<file path="src/rtl/ibex_pkg.sv">
// -----------------------------------------------------------------------------
// ibex_pkg
//
// Shared types and constants for the instruction-side SRAM adapter.
//
// Contents:
//   ibex_instr_resp_t   - packed {valid, err} tag carried through the response
//                         pipeline, one per granted fetch.
//   IbexMaxMemLatency   - deepest SRAM read latency the adapter supports.
//   IbexMaxOutstanding  - largest number of granted-but-unanswered fetches.
//   ibex_clamp_cfg()    - folds a configuration value into 1..max so that an
//                         out-of-range parameter still produces a sane netlist.
// -----------------------------------------------------------------------------
package ibex_pkg;

    typedef struct packed {
        logic valid;
        logic err;
    } ibex_instr_resp_t;

    localparam int unsigned IbexMaxMemLatency  = 3;
    localparam int unsigned IbexMaxOutstanding = 3;

    function automatic int unsigned ibex_clamp_cfg(input int unsigned value,
                                                   input int unsigned max_value);
        if (value < 1) begin
            return 1;
        end
        if (value > max_value) begin
            return max_value;
        end
        return value;
    endfunction

endpackage

</file>
<file path="src/rtl/ibex_instr_resp_pipe.sv">
// -----------------------------------------------------------------------------
// ibex_instr_resp_pipe
//
// Fixed-depth shift register of {valid, err} response tags. A tag enters on the
// grant cycle and leaves exactly Depth cycles later, lining up with the SRAM
// read data of the same request. There is no stall: the consumer always accepts.
//
// Parameters:
//   Depth      - number of stages (SRAM read latency), folded into 1..3.
//
// Ports:
//   clk_i      in   clock
//   rst_ni     in   asynchronous active-low reset; clears every stage
//   in_valid   in   a request was granted this cycle
//   in_err     in   that request targets an address outside the SRAM window
//   out_valid  out  response slot valid (last stage)
//   out_err    out  response slot is an error (last stage)
// -----------------------------------------------------------------------------
module ibex_instr_resp_pipe
    import ibex_pkg::*;
#(
    parameter int unsigned Depth = 1
) (
    input  logic clk_i,
    input  logic rst_ni,
    input  logic in_valid,
    input  logic in_err,
    output logic out_valid,
    output logic out_err
);

    localparam int unsigned NumStages = ibex_clamp_cfg(Depth, IbexMaxMemLatency);

    ibex_instr_resp_t stage_in;
    ibex_instr_resp_t stage_q [NumStages];

    assign stage_in.valid = in_valid;
    assign stage_in.err   = in_err;

    // One process for the whole chain; stage 0 loads the new tag and every
    // later stage takes its predecessor on each clock.
    always_ff @(posedge clk_i or negedge rst_ni) begin
        if (!rst_ni) begin
            for (int i = 0; i < int'(NumStages); i++) begin
                stage_q[i] <= '0;
            end
        end else begin
            stage_q[0] <= stage_in;
            for (int i = 1; i < int'(NumStages); i++) begin
                stage_q[i] <= stage_q[i-1];
            end
        end
    end

    assign out_valid = stage_q[NumStages-1].valid;
    assign out_err   = stage_q[NumStages-1].err;

endmodule

</file>
<file path="src/rtl/ibex_instr_sram_adapter.sv">
// -----------------------------------------------------------------------------
// ibex_instr_sram_adapter
//
// Bridges the prefetch buffer's req/gnt/rvalid fetch interface to a single-port
// fixed-latency instruction SRAM. Fetches are granted while fewer than
// MaxOutstanding are in flight; each granted fetch is answered exactly
// MemLatency cycles later, in grant order, with SRAM data or (for addresses
// outside the SRAM window) an error response with zero data.
//
// Parameters:
//   MemLatency      SRAM read latency in cycles (1..3)
//   MaxOutstanding  granted-but-unanswered limit (1..3)
//   MemBase         byte base address of the SRAM window (word aligned)
//   MemWords        SRAM depth in 32-bit words (power of two, >= 2)
//
// Ports:
//   clk_i           in   clock
//   rst_ni          in   asynchronous active-low reset
//   instr_req_i     in   fetch request
//   instr_addr_i    in   fetch byte address, bits [1:0] ignored
//   instr_gnt_o     out  request accepted this cycle (combinational)
//   instr_rvalid_o  out  one-cycle response pulse per granted request
//   instr_rdata_o   out  response data, zero unless a valid non-error response
//   instr_err_o     out  response is an error, qualified by instr_rvalid_o
//   mem_req_o       out  SRAM read enable, only with a grant to an in-range address
//   mem_addr_o      out  SRAM word address (don't-care without mem_req_o)
//   mem_rdata_i     in   SRAM read data, valid MemLatency cycles after mem_req_o
//   busy_o          out  at least one request outstanding
// -----------------------------------------------------------------------------
module ibex_instr_sram_adapter
    import ibex_pkg::*;
#(
    parameter int unsigned MemLatency     = 1,
    parameter int unsigned MaxOutstanding = 2,
    parameter logic [31:0] MemBase        = 32'h0000_0000,
    parameter int unsigned MemWords       = 1024
) (
    input  logic                        clk_i,
    input  logic                        rst_ni,
    input  logic                        instr_req_i,
    input  logic [31:0]                 instr_addr_i,
    output logic                        instr_gnt_o,
    output logic                        instr_rvalid_o,
    output logic [31:0]                 instr_rdata_o,
    output logic                        instr_err_o,
    output logic                        mem_req_o,
    output logic [$clog2(MemWords)-1:0] mem_addr_o,
    input  logic [31:0]                 mem_rdata_i,
    output logic                        busy_o
);

    localparam int unsigned AddrWidth  = $clog2(MemWords);
    localparam int unsigned PipeDepth  = ibex_clamp_cfg(MemLatency, IbexMaxMemLatency);
    localparam int unsigned OutLimit   = ibex_clamp_cfg(MaxOutstanding, IbexMaxOutstanding);
    localparam int unsigned CntWidth   = $clog2(MaxOutstanding + 1);
    localparam logic [CntWidth-1:0] CntMax = CntWidth'(OutLimit);

    // ------------------------------------------------------------------
    // Address decode
    // ------------------------------------------------------------------
    // The base is word aligned, so subtracting at word granularity gives the
    // same result as off[31:2] of the full byte subtract. Anything below the
    // base wraps to a huge offset and falls out of range naturally.
    logic [29:0] off_word;
    logic        in_range;
    logic [1:0]  unused_addr_lsb;

    assign off_word        = instr_addr_i[31:2] - MemBase[31:2];
    assign in_range        = (off_word < 30'(MemWords));
    assign unused_addr_lsb = instr_addr_i[1:0];

    // ------------------------------------------------------------------
    // Grant and SRAM request
    // ------------------------------------------------------------------
    // The grant deliberately ignores a response leaving in the same cycle so
    // the grant path stays short; the cost is one bubble at the full boundary.
    logic                gnt;
    logic                resp_valid;
    logic                resp_err;
    logic [CntWidth-1:0] cnt_q;
    logic [CntWidth-1:0] cnt_next;

    assign gnt         = instr_req_i & (cnt_q < CntMax);
    assign instr_gnt_o = gnt;
    assign mem_req_o   = gnt & in_range;
    assign mem_addr_o  = off_word[AddrWidth-1:0];

    // ------------------------------------------------------------------
    // Outstanding counter
    // ------------------------------------------------------------------
    always_comb begin
        cnt_next = cnt_q;
        if (gnt && !resp_valid) begin
            cnt_next = cnt_q + CntWidth'(1);
        end else if (!gnt && resp_valid) begin
            cnt_next = cnt_q - CntWidth'(1);
        end
    end

    always_ff @(posedge clk_i or negedge rst_ni) begin
        if (!rst_ni) begin
            cnt_q <= '0;
        end else begin
            cnt_q <= cnt_next;
        end
    end

    assign busy_o = (cnt_q != '0);

    // ------------------------------------------------------------------
    // Response pipeline
    // ------------------------------------------------------------------
    // The error tag is masked with the grant so an idle cycle presenting an
    // out-of-range address never leaves a stray err bit in the pipeline.
    ibex_instr_resp_pipe #(
        .Depth (PipeDepth)
    ) u_resp_pipe (
        .clk_i     (clk_i),
        .rst_ni    (rst_ni),
        .in_valid  (gnt),
        .in_err    (gnt & ~in_range),
        .out_valid (resp_valid),
        .out_err   (resp_err)
    );

    assign instr_rvalid_o = resp_valid;
    assign instr_err_o    = resp_err;

    // SRAM data is only meaningful for a live, in-range response; everything
    // else returns zero so error responses never leak stale SRAM output.
    assign instr_rdata_o  = (resp_valid && !resp_err) ? mem_rdata_i : 32'h0;

endmodule

</file>
<file path="config.mk">
export PLATFORM = sky130hd
export DESIGN_NAME = ibex_instr_sram_adapter
export DESIGN_NICKNAME = d
export VERILOG_FILES = /design/src/rtl/ibex_pkg.sv /design/src/rtl/ibex_instr_resp_pipe.sv /design/src/rtl/ibex_instr_sram_adapter.sv
export SDC_FILE = /design/constraint.sdc
export NUM_CORES = 1
export LEC_CHECK = 0
export CELL_PAD_IN_SITES_DETAIL_PLACEMENT = 1
export CELL_PAD_IN_SITES_GLOBAL_PLACEMENT = 2
export CORE_MARGIN = 1
export CORE_UTILIZATION = 10
export CTS_BUF_LIST = sky130_fd_sc_hd__clkbuf_8
export DETAILED_ROUTE_END_ITERATION = 10
export PLACE_DENSITY_LB_ADDON = 0.1
export REMOVE_ABC_BUFFERS = 1
export SYNTH_ARGS = -nofsm -noshare
export SYNTH_HDL_FRONTEND = slang
export SYNTH_SLANG_ARGS = --single-unit
</file>
<file path="constraint.sdc">
create_clock -name clk_i -period 4.3 [get_ports clk_i]
set_clock_uncertainty 0.2 [all_clocks]
set_input_delay 0.645 -clock clk_i [delete_from_list [all_inputs] [get_ports clk_i]]
set_output_delay 0.645 -clock clk_i [all_outputs]
set_load 0.01 [all_outputs]
</file>
==> flow_metrics.tcl <==
set metrics [dict create \
    cp.required_ns 3.45 \
    coreArea_um2 4820 \
    rsz0062_at_grt "no" \
    synthTopCellsByArea "and2_1, dfrtp_1, buf_4, nor4_1, xor2_1" \
    cts_tree "yes" \
    drc_errors 0 \
    firstDrtPassIters 2 \
    rows 25 \
    post-synth-top-area-cell "and2_1" \
    cp_slowest_cell "clkdlybuf4s50_1" \
    place.gp.congestion 0.652 \
    wire_per_inst_um 11.6 \
    vdd_ir_drop_max_mv 0.157 \
    fin_crit_ns 3.09 \
    place_hpwl_mm 2.13 \
    postCtsSetupBuffers 0 \
    synth_top_cells_by_count "and2_1, buf_4, nor4_1" \
    status "completed" \
    reg2reg_depth 5 \
    grt_max_degree 33 \
    clkLatencyLatePin_ns 0.22 \
    yosysWarningCount 0 \
    synth_edf_count 0 \
    cp-startpoint "instr_addr_i[31]" \
    worst_slew_pin_slew_ns 0.394 \
    maxCapViolCount 0 \
    cp_cell_sequence "clkdlybuf4s50_1, nor4_1, and3_1, and4_1, clkdlybuf4s50_1" \
    antenna_cells 0 \
    drt-total-wl_mm 2.52 \
    cp-start-kind "input port" \
    initial_core_util_pct 10.6 \
    syn-instance-count 67 \
    endpoint_kind "primary output" \
    final_cell_area_um2 1460 \
    path_class "input port to primary output" \
    synth.most_common_cell "and2_1" \
    clk_pin_slew_worst_paths_ns 0.03 \
    r2r_start "cnt_q[1]$_DFFE_PN0P_" \
    multi_input_area_um2 312 \
    synth_async_sr_flop_share_pct 100 \
    fin_tns_setup_ns 0 \
    fmax_mhz 323 \
    vias 803 \
    drive_gt1_share_pct 3.36 \
    die_area_um2 5380 \
    maxSlewHeadroom_pct 73.5 \
    fillCellCount 585 \
    die_height_um 73.4 \
    area_growth_pct 187 \
    numPortBuffers 91 \
    regArea_um2 100 \
    htree_levels 1 \
    ys_seq_area_share_pct 19.7 \
    arrival_ns 2.25 \
    p_leak_nw 0.558 \
    cts_buffer_depth 2 \
    crit_end "mem_req_o" \
    place_area_um2 1420 \
    cts-root-buf "clkbuf_8" \
    finalSetupViolations 0 \
    fin_cells 216 \
    crit_path_max_fanout 2 \
    critPathMaxStageDelay_ns 0.54 \
    period_share_pct 71.9 \
    drv_slew 0 \
    drt_iter0_drc 10 \
    worstHoldPathType "flip-flop to flip-flop" \
    synth_top_cell_area_share_pct 39.3 \
    total_power_w 0.000445 \
    place_inst 213 \
    yosys_most_used_dff "dfrtp_1" \
    syn_area_per_cell_um2 7.60 \
    clock_sinks 4 \
    antenna_found_initial 0 \
    postCtsHoldBufs 0 \
    gr-usage-all-layers_pct 8.76 \
    overflow 0 \
    numCtsBuffers 3 \
    grt_pass1_wl_mm 3.59 \
    cts_resized 0 \
    finish.net_count 219 \
    synth_cell_types 14 \
    power_density_nw_per_um2 304 \
    ys_ff_latch 4 \
    routed_via_density 3.72 \
    first_global_vias 748 \
    whs_ns 0.307 \
    r2r_end "cnt_q[1]$_DFFE_PN0P_" \
    syn_area_um2 509 \
    cp_common_cell "clkdlybuf4s50_1" \
    hold_violations 0 \
    antenna_left 0 \
    r2r_slack_ns 2.73 \
    die_w_um 73.4 \
    ios 114 \
]
-- worst min path at each step --
stage / start / endpoint / cells past startpoint
after floorplan: rst_ni / cnt_q[0]$_DFFE_PN0P_ / 0
after global placement: cnt_q[0]$_DFFE_PN0P_ / cnt_q[0]$_DFFE_PN0P_ / 1
after detailed placement: cnt_q[1]$_DFFE_PN0P_ / u_resp_pipe.out_err$_DFF_PN0_ / 1
after CTS: cnt_q[1]$_DFFE_PN0P_ / u_resp_pipe.out_err$_DFF_PN0_ / 1
after global routing: cnt_q[1]$_DFFE_PN0P_ / cnt_q[1]$_DFFE_PN0P_ / 1
final: cnt_q[1]$_DFFE_PN0P_ / u_resp_pipe.out_err$_DFF_PN0_ / 1
-- critical path: cells and delay by family --
kind | cells | cell delay [ns]
simple gates | 3 | 0.66
buf+inv | 2 | 0.93
-- registers in the layout (all words and copies together) (netlist names) --
name,flops
u_resp_pipe.out_valid,1
cnt_q,2
u_resp_pipe.out_err,1
-- area by class of cell --
type / count / area share [%]
Multi-Input combinational cell: 48 / 21.3
Timing Repair Buffer: 92 / 62.8
Clock buffer: 3 / 2.82
Inverter: 2 / 0.513
Sequential cell: 4 / 6.84
Tap cell: 67 / 5.73
-- metrics by stage --
step                      setup WS, ns  util, %
final                             1.21     30.4
after CTS                         1.14     30.4
after global routing              1.04     30.4
after global placement            1.19     29.5
after detailed placement          1.15     29.5
after floorplan                   2.08        -
-- where the power goes --
group           total, W  switching [W]  internal [W]
sequential     0.0000680      0.0000138     0.0000542
combinational   0.000297       0.000110      0.000187
clock          0.0000801      0.0000204     0.0000598
total           0.000445       0.000144      0.000301
-- cell usage in the layout (no fill, tap or decap), drive strengths merged --
| cell type | count |
|---|---|
| inv | 2 |
| ha | 1 |
| buf | 1 |
| clkbuf | 3 |
| or2 | 1 |
| and2 | 32 |
| and3 | 1 |
| xnor2 | 1 |
| nor4 | 5 |
| dfrtp | 4 |
| and4 | 1 |
| xor2 | 2 |
| a311oi | 1 |
| nor2 | 3 |
| clkdlybuf4s50 | 91 |
-- metal layers --
layer	track usage, %	routed length, um	share of wire (%)
met1	9.98	1060	42
met2	14.1	1040	41
met5	0	0	0
met4	3.21	23	0.91
met3	4.39	394	16
-- logic make-up after synthesis --
logic type               after synthesis  share of synthesized area (%)
AO/OA/AOI/OAI                          1                           1.72
XOR/XNOR                               3                           5.16
adder cells (fa/ha/maj)                1                           2.46
buffers and inverters                 15                           19.2
flip-flops                             4                           19.7
AND/OR/NAND/NOR                       43                           51.8
(Power assumes the default switching activity.)
